### src/rtl/isp_pkg.sv
// Shared definitions for the ISP front-end: capture FSM encoding and raw pixel width.
package isp_pkg;
    localparam int RAW_W = 8;

    typedef enum logic [1:0] {
        ST_IDLE   = 2'd0,
        ST_SKIP   = 2'd1,
        ST_ACTIVE = 2'd2
    } isp_state_e;
endpackage

### src/rtl/isp_edge_det.sv
// Single-bit edge detector: one-cycle pulse on a rising (FALL=0) or falling (FALL=1) edge.
module isp_edge_det #(
    parameter bit FALL = 1'b0
) (
    input  logic clk,
    input  logic reset,
    input  logic i_sig,
    output logic o_pulse
);
    logic r_prev;

    always_ff @(posedge clk or posedge reset) begin
        if (reset) r_prev <= 1'b0;
        else       r_prev <= i_sig;
    end

    assign o_pulse = FALL ? (~i_sig & r_prev) : (i_sig & ~r_prev);
endmodule

### src/rtl/isp_raw_capture.sv
// Raw8 DVP capture: crops a fixed window, discards settling frames after reset,
// forwards whole frames only and flags short lines/frames.
module isp_raw_capture
    import isp_pkg::*;
#(
    parameter int source_h    = 1024,
    parameter int source_v    = 1024,
    parameter int x_off       = 0,
    parameter int y_off       = 0,
    parameter int skip_frames = 2,
    parameter int cnt_w       = 12
) (
    input  logic             clk,
    input  logic             reset,
    input  logic             capture_en,
    input  logic             err_clr,
    input  logic             cam_vsync,
    input  logic             cam_href,
    input  logic [RAW_W-1:0] cam_data,
    output logic             out_vsync,
    output logic             out_hsync,
    output logic             out_den,
    output logic [RAW_W-1:0] out_data,
    output logic [15:0]      frame_cnt,
    output logic             err_short_line,
    output logic             err_short_frame
);
    localparam int SKW = $clog2(skip_frames + 2);
    localparam logic [SKW-1:0]   SKIP_N = SKW'(skip_frames);
    localparam logic [cnt_w-1:0] X_OFF  = cnt_w'(x_off);
    localparam logic [cnt_w-1:0] Y_OFF  = cnt_w'(y_off);
    localparam logic [cnt_w-1:0] SRC_H  = cnt_w'(source_h);
    localparam logic [cnt_w-1:0] SRC_V  = cnt_w'(source_v);
    localparam logic [cnt_w-1:0] X_END  = cnt_w'(x_off + source_h);

    isp_state_e       r_state, w_next;
    logic [SKW-1:0]   r_skip;
    logic             w_skip_inc;
    logic [cnt_w-1:0] r_col, r_row, r_rows_out;
    logic             w_vs_rise, w_href_fall;
    logic             w_row_in, w_col_in, w_keep, w_row_end;

    isp_edge_det #(.FALL(1'b0)) u_vs_edge (
        .clk(clk), .reset(reset), .i_sig(cam_vsync), .o_pulse(w_vs_rise)
    );
    isp_edge_det #(.FALL(1'b1)) u_href_edge (
        .clk(clk), .reset(reset), .i_sig(cam_href), .o_pulse(w_href_fall)
    );

    // Offset subtraction wraps below the window, so one unsigned compare covers both bounds.
    assign w_row_in  = (r_row - Y_OFF) < SRC_V;
    assign w_col_in  = (r_col - X_OFF) < SRC_H;
    assign w_keep    = (w_next == ST_ACTIVE) & cam_href & w_row_in & w_col_in;
    assign w_row_end = w_href_fall & w_row_in & (r_state == ST_ACTIVE);

    always_comb begin
        w_next     = r_state;
        w_skip_inc = 1'b0;
        if (w_vs_rise) begin
            if (r_skip < SKIP_N) begin
                w_next     = ST_SKIP;
                w_skip_inc = 1'b1;
            end else if (capture_en) begin
                w_next = ST_ACTIVE;
            end else begin
                w_next = ST_IDLE;
            end
        end
    end

    always_ff @(posedge clk or posedge reset) begin
        if (reset) begin
            r_state <= ST_IDLE;
            r_skip  <= '0;
        end else begin
            r_state <= w_next;
            if (w_skip_inc) r_skip <= r_skip + 1'b1;
        end
    end

    // Counters saturate so an oversize sensor never wraps back into the window.
    always_ff @(posedge clk or posedge reset) begin
        if (reset) begin
            r_col      <= '0;
            r_row      <= '0;
            r_rows_out <= '0;
        end else if (w_vs_rise) begin
            r_col      <= '0;
            r_row      <= '0;
            r_rows_out <= '0;
        end else begin
            if (!cam_href)      r_col <= '0;
            else if (r_col != '1) r_col <= r_col + 1'b1;
            if (w_href_fall && r_row != '1) r_row <= r_row + 1'b1;
            if (w_row_end) r_rows_out <= r_rows_out + 1'b1;
        end
    end

    always_ff @(posedge clk or posedge reset) begin
        if (reset) begin
            out_vsync       <= 1'b0;
            out_hsync       <= 1'b0;
            out_den         <= 1'b0;
            out_data        <= '0;
            frame_cnt       <= '0;
            err_short_line  <= 1'b0;
            err_short_frame <= 1'b0;
        end else begin
            out_vsync <= cam_vsync & (w_next == ST_ACTIVE);
            out_hsync <= w_keep;
            out_den   <= w_keep;
            out_data  <= w_keep ? cam_data : '0;
            if (w_vs_rise && w_next == ST_ACTIVE) frame_cnt <= frame_cnt + 16'd1;
            if (w_row_end && r_col < X_END)       err_short_line <= 1'b1;
            else if (err_clr)                     err_short_line <= 1'b0;
            if (w_vs_rise && r_state == ST_ACTIVE && r_rows_out < SRC_V) err_short_frame <= 1'b1;
            else if (err_clr)                                            err_short_frame <= 1'b0;
        end
    end
endmodule

### config.mk
export PLATFORM = sky130hd
export DESIGN_NAME = isp_raw_capture
export DESIGN_NICKNAME = d
export VERILOG_FILES = /design/src/rtl/isp_pkg.sv /design/src/rtl/isp_edge_det.sv /design/src/rtl/isp_raw_capture.sv
export SDC_FILE = /design/constraint.sdc
export NUM_CORES = 1
export LEC_CHECK = 0
export CORE_AREA = 3 3 85 87
export CTS_BUF_LIST = sky130_fd_sc_hd__clkbuf_16
export CTS_CLUSTER_SIZE = 28
export DETAILED_ROUTE_END_ITERATION = 16
export DIE_AREA = 0 0 88 90
export PLACE_DENSITY = 0.85
export SKIP_LAST_GASP = 1
export SLEW_MARGIN = 20
export SYNTH_ARGS = -nofsm -noshare
export SYNTH_HDL_FRONTEND = slang
export SYNTH_SLANG_ARGS = --single-unit
export TNS_END_PERCENT = 50
### constraint.sdc
create_clock -name clk -period 2.2 [get_ports clk]
set_input_delay 0.33 -clock clk [delete_from_list [all_inputs] [get_ports clk]]
set_output_delay 0.33 -clock clk [all_outputs]
set_load 0.005 [all_outputs]
; ---- After elaboration in Yosys (flattened, before gate mapping)
; Cells that the tools add are included.
[totals]
elab_cells = 62
ff_bits = 70
output_inout_bits = 29
in_bits = 14
[classes]
n_eq_ne = 5
add_sub_neg = 5
n_bitwise = 10
order_cmp = 4
n_reduce_logical = 9
n_mux = 16
[ops]
columns = op, count
row1 = $mux 12, 7
row2 = $add 12x1->12 const B, 3
row3 = $lt 12x11->1 const B, 3
row4 = $ne 12x12->1 const B, 2
row5 = $add 16x1->16 const B, 1
row6 = $and 1x1->1, 8
row7 = $mux 8, 1
row8 = $reduce_bool 2->1, 4
row9 = $mux 2, 3
row10 = $logic_and 1x1->1, 5
row11 = $mux 1, 5
row12 = $eq 2x2->1 const B, 2
row13 = $ne 3x1->1 const B, 1
row14 = $add 2x1->2 const B, 1
row15 = $lt 2x2->1 const B, 1
row16 = $not 1->1, 2

; ---- Longest topological paths before layout
; Gate-level depths: netlist of run 1.
[depth]
word_depth = 8
depth_mapped = 6
ltp_nobuf = 5

; ---- By module
; A second synthesis of run 1 with hierarchy kept.
[hier_totals]
hier_cells = 321
hier_area_um2 = 3289.4
[modules_own_cells]
columns = mod, area_per_inst_um2, cells_each, instances, seq_area_each_um2
row1 = isp_raw_capture, 3204.3, 315, 1, 1701.6
row2 = isp_edge_det, 42.5, 3, 2, 25.0

; ---- Least setup slack after synthesis of run 1
; Ideal clock, no wire load.
[synth_timing]
path_type = register -> register
startpoint = register r_col[0]
endpoint = register r_col[1]
required_time_ns = 2.080
slack_ns = 0.421
t_arrival_ns = 1.659
path_stages_with_launch = 6
n_path_buf = 0
period_less_slack_ns = 1.779
setup_ns = 0.120
cell_sequence = dfrtp_1 > ha_1 > nand4_1 > nor3_1 > nand2_1 > a31o_2
[synth_between]
elab_chain_cells = 4
word_cells_on_any_way = 6
classes_between = add/sub (1) / eq/ne (2) / mux (3)
[synth_lines]
columns = item, line_no
row1 = from (decl), isp_raw_capture.sv:39  ; logic [cnt_w-1:0] r_col, r_row, r_rows_out;
row2 = from (signal assigned), isp_raw_capture.sv:93  ; else if (r_col != '1) r_col <= r_col + 1'b1;
row3 = $add 12x1->12, isp_raw_capture.sv:93
row4 = $mux 12, isp_raw_capture.sv:93
row5 = $mux 12, isp_raw_capture.sv:92  ; if (!cam_href) r_col <= '0;
row6 = $mux 12, isp_raw_capture.sv:87  ; end else if (w_vs_rise) begin
; Several ways; a longest one is shown, not always the timed one. The select of a mux whose other input is x is not followed.
; A chain may end at the register's enable or synchronous reset.

; ---- Final worst setup path of run 1
[layout_timing]
startpoint = register r_row[0]
endpoint = register r_row[9]
[layout_between]
elab_chain_cells = 3
word_cells_on_any_way = 6
classes_between = add/sub (1) / eq/ne (1) / mux (2) / reduce/logical (2)
[layout_lines]
columns = item, line_no
row1 = from (decl), isp_raw_capture.sv:39
row2 = from (signal assigned), isp_raw_capture.sv:94  ; if (w_href_fall && r_row != '1) r_row <= r_row + 1'b1;
row3 = $add 12x1->12 / $ne 12x12->1 (equally long branches), isp_raw_capture.sv:94
row4 = $mux 12 / $logic_and 1x1->1 (equally long branches), isp_raw_capture.sv:94
row5 = $mux 12 / $reduce_bool 2->1 (equally long branches), -
; Several ways; a longest one is shown, not always the timed one. The select of a mux whose other input is x is not followed.

==> impl_results.md, run 1 <==
- Peak Freq: 0.541 GHz
- Via/cell ratio: 5.83
- Clock sink count: 70
- Area share of xor/xnor cells in the synthesized design: 7.64%
- Relative slew slack: 70.3%
- # IOs: 43
- Total GRT Usage: 19.0%
- Grt ovf: 0
- CP delay by family, top: simple AND/OR/NAND/NOR gates
- Critical-path maximum fanout: 13
- Multiplexer share of the synthesized area: 0.312%
- Largest family of logic cells by synthesized area: simple AND/OR/NAND/NOR gates
- Ys async rst share: 100%
- Post-Synth Adder-Cell Area: 1.56%
- Slew Limit Fails: 0
- Die height: 90 um
- Seq/Total Area, Yosys: 54.5%
- Area growth syn-to-layout: 28.4%
- Register bit total from synthesis: 70
- # port buffers: 42
- Worst setup SP type: register
- Initial antenna violation count: 0
- Post-DP HPWL: 4640 um
- Pre-Repair DR Iteration Count: 4
- Post-synth top flop: dfrtp_1
- Skew-Pair Late Insertion Delay: 330 ps
- Lkg Pwr: 1.81 nW
- Routed vias: 2,628
- Worst path cell trace: ha_1 -> and3_1 -> and4_1 -> or4_1 -> a21oi_1
- Syn_nets: 327
- DRC: 0
- Arr. time, crit path: 2110 ps
- Drt wl/cell: 15.5 um
- Synth Cell Area: 0.00321 mm^2
- Post-CTS Setup Repair Bufs: 0
- Final hold vios: 0
- Fin crit share: 84.0%
- Die Area: 0.00792 mm^2
- Buffers & Inverters on Critical Path: 0
- Synth Area in Simple Gates: 24.9%
- H-tree depth: 3
- Max Cap Viol: 0
- Cell Rows: 29
- Die Width: 88 um
- Final hold slack: 385 ps
- TritonCTS clock tree: done
- Clock-pin slew on the worst setup and hold paths: 60 ps
- Ys Warns: 0
- CTS Buf Count: 9
- Clock root buffer: clkbuf_16
- Post-synth cell types: 39
- Most frequent cells in the layout: dfrtp_1, clkdlybuf4s50_1, nand2_1, nor2_1, nand3_1
- Routability Congestion: 0.822
- Worst Max-Slew Pin Slew: 444 ps
- EDFF count, synth: 0
- Commonest non-fill, non-tap cell in the layout: dfrtp_1
- Unrepaired setup endpoints after global routing: false
- Worst Skew: 4.97 ps
- First-pass GRT wire length: 11,900 um
- Status: completed
- Max stage delay on crit path: 540 ps
- Layout cells sized above 1: 9.89%
- Clk buf depth: 2
- # diodes: 0
- Fin crit period: 1850 ps
- Setup CP Type: reg2reg
- Initial DRC Count: 173
- Drt total wl: 6990 um
- Core area: 0.00642 mm^2
- Fin nets: 387
- Vias in the first global route: 2,636
- Setup-failing EPs final: 0
- Cell Pwr Density: 794 mW/mm^2
- Hold Buf Count CTS: 0
- Compound-cell area share of the yosys netlist: 9.12%
- Slowest-stage cell, CP: or4_1
- Initial Util: 50.0%
- Worst setup EP type: register
- HP Class: in2async
- Post-Syn Area per Cell: 10.4 um^2
- Peak supply drop: 659 uV
- TNS Setup: 0 ps
- WP data required: 2460 ps
- Post-detailed-route count of antenna-violating nets: 0
- Pin count of the biggest net entering global routing: 71
- Syn Inst Count: 309
- Post_cts resized: 0
where the power goes:
part | total [mW] | leakage (nW) | internal, mW | switching (mW)
logic | 0.370 | 0.715 | 0.206 | 0.164
registers | 1.46 | 0.950 | 1.37 | 0.0868
clock network | 1.44 | 0.146 | 0.880 | 0.563
total | 3.27 | 1.81 | 2.46 | 0.814
flip-flops by register name, indices dropped and copies added (netlist names):
signal / count
frame_cnt: 16
r_col: 12
r_row: 12
r_rows_out: 12
out_data: 8
r_skip: 2
r_state: 2
err_short_frame: 1
err_short_line: 1
out_den: 1
out_vsync: 1
u_href_edge.r_prev: 1
u_vs_edge.r_prev: 1
metrics by stage:
step / setup WS, ps / utilization, % / power [mW] / instances / area, um^2
global route: 174 / 64.2 / 3.40 / 451 / 4120
global placement: 113 / 59.5 / 1.84 / 435 / 3820
finish: 353 / 64.2 / 3.27 / 451 / 4120
CTS: 353 / 64.2 / 3.29 / 451 / 4120
floorplan: 102 / - / 1.63 / 309 / 3210
detailed placement: 72.4 / 59.5 / 1.85 / 435 / 3820
final timing paths:
path | from | to | slack [ps] | cells past startpoint
worst max-delay path | r_row[0] | r_row[9] | 350 | 5
worst min-delay path | reset | r_row[6] | 390 | 3
max in group asynchronous | reset | frame_cnt[3] | 1510 | 3
worst min register to register | r_skip[0] | r_skip[0] | 470 | 1
worst max register to register | r_row[0] | r_row[9] | 350 | 5
min in group clk | r_skip[0] | r_skip[0] | 470 | 1
worst reg2reg max path: stages, from the launching register on:
cell     delay, ps
dfrtp_1        400
ha_1           220
and3_1         190
and4_1         280
or4_1          540
a21oi_1        150
cell usage after synthesis (all sizes together) (4+ instances only):
library cell | n | area share, %
dfrtp | 70 | 55
nand2 | 29 | 3.4
nor2 | 23 | 2.7
nand3 | 21 | 3.4
xor2 | 17 | 4.6
and2 | 14 | 2.7
a21oi | 13 | 2.0
nand4 | 12 | 2.3
xnor2 | 11 | 3.0
o21ai | 10 | 1.6
clkbuf | 8 | 0.93
or4 | 8 | 1.9
inv | 7 | 0.82
nor3 | 6 | 0.93
and3 | 5 | 0.97
and4 | 5 | 1.4
o31ai | 5 | 1.2
ha | 4 | 1.6
nor2b | 4 | 0.78
nor4 | 4 | 0.78
or3 | 4 | 0.78
routing by layer:
layer  vias up  global-route usage [%]  share of wire (%)
li1       1241                       -                  -
met1      1284                    23.2                 43
met2        80                    29.5                 48
met3        23                    5.12                5.1
met4         0                    11.9                3.6
met5         -                       0                  0
kinds of logic after synthesis:
logic type               count (synthesis)
AND/OR/NAND/NOR                        144
flip-flops                              70
AO/OA/AOI/OAI                           46
XOR/XNOR                                28
buffers and inverters                   16
adder cells (fa/ha/maj)                  4
multiplexers                             1
area by class of cell:
class | count | area [um^2]
Clock inverter | 7 | 73.8
Inverter | 7 | 26.3
Timing Repair Buffer | 58 | 553
Clock buffer | 9 | 225
Sequential cell | 70 | 1750
Tap cell | 77 | 96.3
Fill cell | 491 | 2300
Multi-Input combinational cell | 223 | 1400
Note: power is estimated with default switching activity, not from simulation.
==> run 2, diff against run 1 <==
--- a/config.mk
+++ b/config.mk
@@ -5,12 +5,12 @@
 export SDC_FILE = /design/constraint.sdc
 export NUM_CORES = 1
 export LEC_CHECK = 0
-export CORE_AREA = 3 3 85 87
+export CORE_AREA = 3 3 82 84
 export CTS_BUF_LIST = sky130_fd_sc_hd__clkbuf_16
 export CTS_CLUSTER_SIZE = 28
 export DETAILED_ROUTE_END_ITERATION = 16
-export DIE_AREA = 0 0 88 90
-export PLACE_DENSITY = 0.85
+export DIE_AREA = 0 0 85 87
+export PLACE_DENSITY = 0.87
 export SKIP_LAST_GASP = 1
 export SLEW_MARGIN = 20
 export SYNTH_ARGS = -nofsm -noshare
==> constraint.sdc (replaced) <==
create_clock -name clk -period 1.8 [get_ports clk]
set_input_delay 0.27 -clock clk [delete_from_list [all_inputs] [get_ports clk]]
set_output_delay 0.27 -clock clk [all_outputs]
set_load 0.005 [all_outputs]
==> impl_results.md, run 2 (synthesis results as in run 1) <==
- Grt ovf: 0 (unchanged)
- Commonest non-fill, non-tap cell in the layout: dfrtp_1 (unchanged)
- Uppermost layer routed: met4 (unchanged)
- Most frequent cells in the layout: dfrtp_1, clkdlybuf4s50_1, buf_4, nand2_1, nor2_1 (was dfrtp_1, clkdlybuf4s50_1, nand2_1, nor2_1, nand3_1)
- # IOs: 43 (unchanged)
- Routed vias: 2,759 (was 2,628)
- Peak Freq: 0.564 GHz
- Setup ws final: 27.9 ps (was 353 ps)
- Wl on met1: 3210 um (was 3000 um)
- Lkg Pwr: 1.91 nW (was 1.81 nW)
- H-tree depth: 3 (unchanged)
- Layout cells sized above 1: 14.8% (was 9.89%)
- Max Cap Viol: 0 (unchanged)
- Fin crit period: 1770 ps
- Net Switching: 951 uW (was 814 uW)
- Routed wl met3: 552 um (was 359 um)
- Post-detailed-route count of antenna-violating nets: 0 (unchanged)
- # diodes: 0 (unchanged)
- Clock sink count: 70 (unchanged)
- Routed length on met2: 4030 um (was 3380 um)
- Via/cell ratio: 5.92 (was 5.83)
- # port buffers: 42 (unchanged)
- Critical-path maximum fanout: 5 (was 13)
- Sw Ratio: 23.3% (was 24.9%)
- Hold Buf Count CTS: 0 (unchanged)
- Worst setup EP type: register (unchanged)
- TNS Setup: 0 ps (unchanged)
- Cell Rows: 28 (was 29)
- Arr. time, crit path: 2020 ps (was 2110 ps)
- Slew Limit Fails: 0 (unchanged)
- HP Class: in2async (unchanged)
- Relative slew slack: 65.1% (was 70.3%)
- TritonCTS clock tree: done (unchanged)
- Skew-Pair Late Insertion Delay: 330 ps (about the same)
- Internal: 3.14 mW (was 2.46 mW)
- Vias in the first global route: 2,867 (was 2,636)
- Clock power frac: 44.7% (was 44.1%)
- Clock root buffer: clkbuf_16 (unchanged)
- Pin count of the biggest net entering global routing: 21 (was 71)
- Drt wl/cell: 17.2 um (was 15.5 um)
- Worst reg-to-reg path cell count: 5 (unchanged)
- Status: completed (unchanged)
- Fin crit share: 98.5%
- Setup-failing EPs final: 0 (unchanged)
- Area growth syn-to-layout: 34.3% (was 28.4%)
- Drt total wl: 7990 um (was 6990 um)
- Die height: 87 um (was 90 um)
- DRC: 0 (unchanged)
- Top reg by flops: frame_cnt (unchanged)
- Reg power frac: 43.6% (was 44.6%)
- Die Width: 85 um (was 88 um)
- Clock-pin slew on the worst setup and hold paths: 60 ps (about the same)
- Setup CP Type: in2reg (was reg2reg)
- Total GRT Usage: 23.2% (was 19.0%)
- CTS Buf Count: 9 (unchanged)
- Post-DP HPWL: 5320 um (was 4640 um)
- Initial antenna violation count: 0 (unchanged)
- Fill cell count: 394 (was 491)
- Initial Util: 53.6% (was 50.0%)
- Worst setup SP type: input pin (was register)
- Unrepaired setup endpoints after global routing: true (was false)
- Core area: 0.00599 mm^2 (was 0.00642 mm^2)
- Worst Skew: 5.93 ps (was 4.97 ps)
- Initial DRC Count: 220 (was 173)
- Pre-Repair DR Iteration Count: 4 (unchanged)
- Final hold slack: 327 ps (was 385 ps)
- Worst Max-Slew Pin Slew: 522 ps (was 444 ps)
- Max reg flops: 16 (unchanged)
- Pre-CTS setup slack: -269 ps (was 72.4 ps)
- Die Area: 0.00740 mm^2 (was 0.00792 mm^2)
- Final hold vios: 0 (unchanged)
- Peak supply drop: 624 uV (was 659 uV)
- Routability Congestion: 0.809 (was 0.822)
- Fin nets: 406 (was 387)
- WP data required: 2050 ps (was 2460 ps)
- Cell Pwr Density: 948 mW/mm^2 (was 794 mW/mm^2)
- Combinational Power Share: 11.7% (was 11.3%)
- First-pass GRT wire length: 13,400 um (was 11,900 um)
- Clk buf depth: 2 (unchanged)
run 2: what timing repair did:
item,in CTS,in global routing
setup buffers,0,0
setup endpoints to repair,1,5
resized for setup,3,4
run 2: per-stage QoR:
| step | util (%) | area (um^2) | instances | total power, mW |
|---|---|---|---|---|
| detailed placement | 66.6 | 3990 | 452 | 2.29 |
| global placement | 66.6 | 3990 | 452 | 2.26 |
| CTS | 71.8 | 4300 | 466 | 4.10 |
| floorplan | - | 3220 | 309 | 1.99 |
| finish | 72.0 | 4310 | 466 | 4.09 |
| global route | 72.0 | 4310 | 466 | 4.21 |
run 2: worst max-delay path, stage by stage:
cell             delay, ps
clkdlybuf4s50_1        530
and4b_1                360
nand3_2                160
or4_4                  520
a21oi_2                180
run 2: per-layer routing:
layer,global-route usage [%],vias up
met5,0,-
met2,38.5,106
met3,5.77,22
li1,-,1275
met4,12.1,0
met1,27.9,1356
run 2: final timing paths:
kind	start	to	slack, ps
min	reset	r_skip[0]	330
min in group clk	r_skip[0]	r_skip[0]	470
max	cam_href	r_row[9]	30
max reg2reg	r_row[0]	r_row[9]	50
max in group asynchronous	reset	r_col[10]	1020
min reg2reg	r_skip[0]	r_skip[0]	470
run 2: layout make-up:
type | instances | area, um^2 | share of cell area (%)
clock buffer | 9 | 225 | 5.22
clock inverter | 5 | 76.3 | 1.77
inverter | 7 | 30.0 | 0.696
multi-input combinational | 223 | 1420 | 32.8
sequential | 70 | 1750 | 40.6
tap | 75 | 93.8 | 2.18
timing repair buffer | 77 | 721 | 16.7
run 2: power groups by stage:
| stage | Combinational (mW) | Clock [mW] | Sequential [mW] |
|---|---|---|---|
| 4_1_cts | 0.485 | 1.84 | 1.78 |
| 3_3_place_gp | 0.461 | 0 | 1.80 |
| 2_1_floorplan | 0.202 | 0 | 1.79 |
| 5_1_grt | 0.521 | 1.89 | 1.80 |
| 6_report | 0.480 | 1.83 | 1.78 |
| 3_5_place_dp | 0.478 | 0 | 1.81 |
==> run 3, diff against run 2 <==
--- a/config.mk
+++ b/config.mk
@@ -5,12 +5,12 @@
 export SDC_FILE = /design/constraint.sdc
 export NUM_CORES = 1
 export LEC_CHECK = 0
-export CORE_AREA = 3 3 82 84
+export CORE_AREA = 2 2 88 90
 export CTS_BUF_LIST = sky130_fd_sc_hd__clkbuf_16
 export CTS_CLUSTER_SIZE = 28
 export DETAILED_ROUTE_END_ITERATION = 16
-export DIE_AREA = 0 0 85 87
-export PLACE_DENSITY = 0.87
+export DIE_AREA = 0 0 90 92
+export PLACE_DENSITY = 0.77
 export SKIP_LAST_GASP = 1
 export SLEW_MARGIN = 20
 export SYNTH_ARGS = -nofsm -noshare
==> impl_results.md, run 3 (synthesis results as in run 1) <==
- Final hold vios: 0 (unchanged)
- Top reg by flops: frame_cnt (unchanged)
- Cell count along the critical path: 5 (unchanged)
- Core area: 0.00745 mm^2 (was 0.00599 mm^2)
- DRC: 0 (unchanged)
- Grt ovf: 0 (unchanged)
- CTS Buf Count: 9 (unchanged)
- Post-detailed-route count of antenna-violating nets: 0 (unchanged)
- Clock root buffer: clkbuf_16 (unchanged)
- Routed vias: 2,634 (was 2,759)
- Clock-pin slew on the worst setup and hold paths: 60 ps (about the same)
- # port buffers: 42 (unchanged)
- Peak supply drop: 683 uV (was 624 uV)
- Slew Limit Fails: 0 (unchanged)
- Lkg Pwr: 1.90 nW (was 1.91 nW)
- Critical-path maximum fanout: 12 (was 5)
- Clk buf depth: 2 (unchanged)
- DP Area: 0.00402 mm^2 (was 0.00399 mm^2)
- Initial Util: 43.1% (was 53.6%)
- Max Cap Viol: 0 (unchanged)
- Setup ws final: 109 ps (was 27.9 ps)
- Fin crit period: 1690 ps (was 1770 ps)
- TritonCTS clock tree: done (unchanged)
- Commonest non-fill, non-tap cell in the layout: dfrtp_1 (unchanged)
- # IOs: 43 (unchanged)
- Skew-Pair Late Insertion Delay: 330 ps (about the same)
- Setup-failing EPs final: 0 (unchanged)
- Worst reg-to-reg path cell count: 5 (unchanged)
- H-tree depth: 3 (unchanged)
- WHS Path Cells: 1
- Placed cell count: 480 (was 452)
- CP delay by family, top: simple AND/OR/NAND/NOR gates (unchanged)
- Cell Rows: 32 (was 28)
- WP data required: 2060 ps (was 2050 ps)
- Finished Layout Cells: 495 (was 466)
- Fin nets: 407 (was 406)
- # diodes: 0 (unchanged)
- Via/cell ratio: 5.32 (was 5.92)
- Pre-Repair DR Iteration Count: 4 (unchanged)
- Max stage delay on crit path: 500 ps (was 530 ps)
- Worst setup EP type: register (unchanged)
- Arr. time, crit path: 1950 ps (was 2020 ps)
- Max reg flops: 16 (unchanged)
- Cell Pwr Density: 919 mW/mm^2 (was 948 mW/mm^2)
- Relative slew slack: 70.4% (was 65.1%)
- Worst Max-Slew Pin Slew: 443 ps (was 522 ps)
- Total Power: 3.97 mW (was 4.09 mW)
- Pin count of the biggest net entering global routing: 31 (was 21)
- Area growth syn-to-layout: 34.4% (was 34.3%)
- Pre-CTS setup slack: -265 ps (was -269 ps)
- Die height: 92 um (was 87 um)
- Die Width: 90 um (was 85 um)
- Post-CTS Setup Repair Bufs: 0 (unchanged)
- Slowest-stage cell, CP: or4_1 (was clkdlybuf4s50_1)
- Fin crit share: 93.9% (was 98.5%)
- Layout cells sized above 1: 14.2% (was 14.8%)
- Initial DRC Count: 133 (was 220)
- Hold Buf Count CTS: 0 (unchanged)
- Most frequent cells in the layout: dfrtp_1, clkdlybuf4s50_1, buf_4, nand2_1, nor2_1 (unchanged)
- Worst setup SP type: register (was input pin)
- Buffers & Inverters on Critical Path: 0 (was 1)
- Die Area: 0.00828 mm^2 (was 0.00740 mm^2)
- Final instance area: 0.00432 mm^2 (was 0.00431 mm^2)
- Vias in the first global route: 2,739 (was 2,867)
- Drt total wl: 7060 um (was 7990 um)
- HP Class: in2reg (was in2async)
- Worst path cell trace: ha_1 -> and3_1 -> and4_4 -> or4_1 -> a21oi_1 (was clkdlybuf4s50_1 -> and4b_1 -> nand3_2 -> or4_4 -> a21oi_2)
- Initial antenna violation count: 0 (unchanged)
- First-pass GRT wire length: 12,700 um (was 13,400 um)
- Final hold slack: 212 ps (was 327 ps)
- Clock sink count: 70 (unchanged)
- Peak Freq: 0.592 GHz (was 0.564 GHz)
- Routability Congestion: 0.821 (was 0.809)
- Post-DP HPWL: 4890 um (was 5320 um)
- Status: completed (unchanged)
- Total GRT Usage: 19.0% (was 23.2%)
- Drt wl/cell: 14.3 um (was 17.2 um)
- Worst Skew: 8.98 ps (was 5.93 ps)
- Setup CP Type: reg2reg (was in2reg)
run 3: power by group:
part           internal, mW  switching [mW]  total, mW  leakage, nW
registers              1.68           0.103       1.78        0.948
logic                 0.264           0.201      0.465        0.819
clock network          1.06           0.658       1.72        0.137
total                  3.00           0.962       3.97         1.90
run 3: per-layer routing:
layer	wire [um]	up-vias	global-route usage, %	part of all wire (%)
li1	-	1273	-	-
met1	3180	1297	23.8	45
met2	3380	53	31.1	48
met3	356	11	5.18	5.0
met4	136	0	8.08	1.9
met5	0	-	0	0
run 3: worst paths after layout:
path | from | end | slack (ps)
min | cam_href | u_href_edge.r_prev | 210
min reg2reg | frame_cnt[15] | frame_cnt[15] | 470
max reg2reg | r_row[0] | r_row[9] | 110
max | r_row[0] | r_row[9] | 110
min in group asynchronous | reset | frame_cnt[3] | 300
max in group asynchronous | reset | r_row[3] | 1030
run 3: timing repair:
item | in CTS | in global routing
hold endpoints to repair | 0 | 0
resized for setup | 0 | 4
endpoints found under the setup margin | 0 | 7
run 3: through the flow:
step,TNS [ps],util [%]
2_1_floorplan,0,-
3_3_place_gp,-1850,54.0
3_5_place_dp,-2950,54.0
4_1_cts,0,57.9
5_1_grt,-4.25,57.9
6_report,0,57.9
run 3: final cells by class:
cell class | instances | area [um^2]
multi-input combinational | 223 | 1400
sequential | 70 | 1750
clock inverter | 6 | 62.6
tap | 102 | 128
inverter | 7 | 30.0
clock buffer | 9 | 225
fill | 648 | 3130
timing repair buffer | 78 | 718
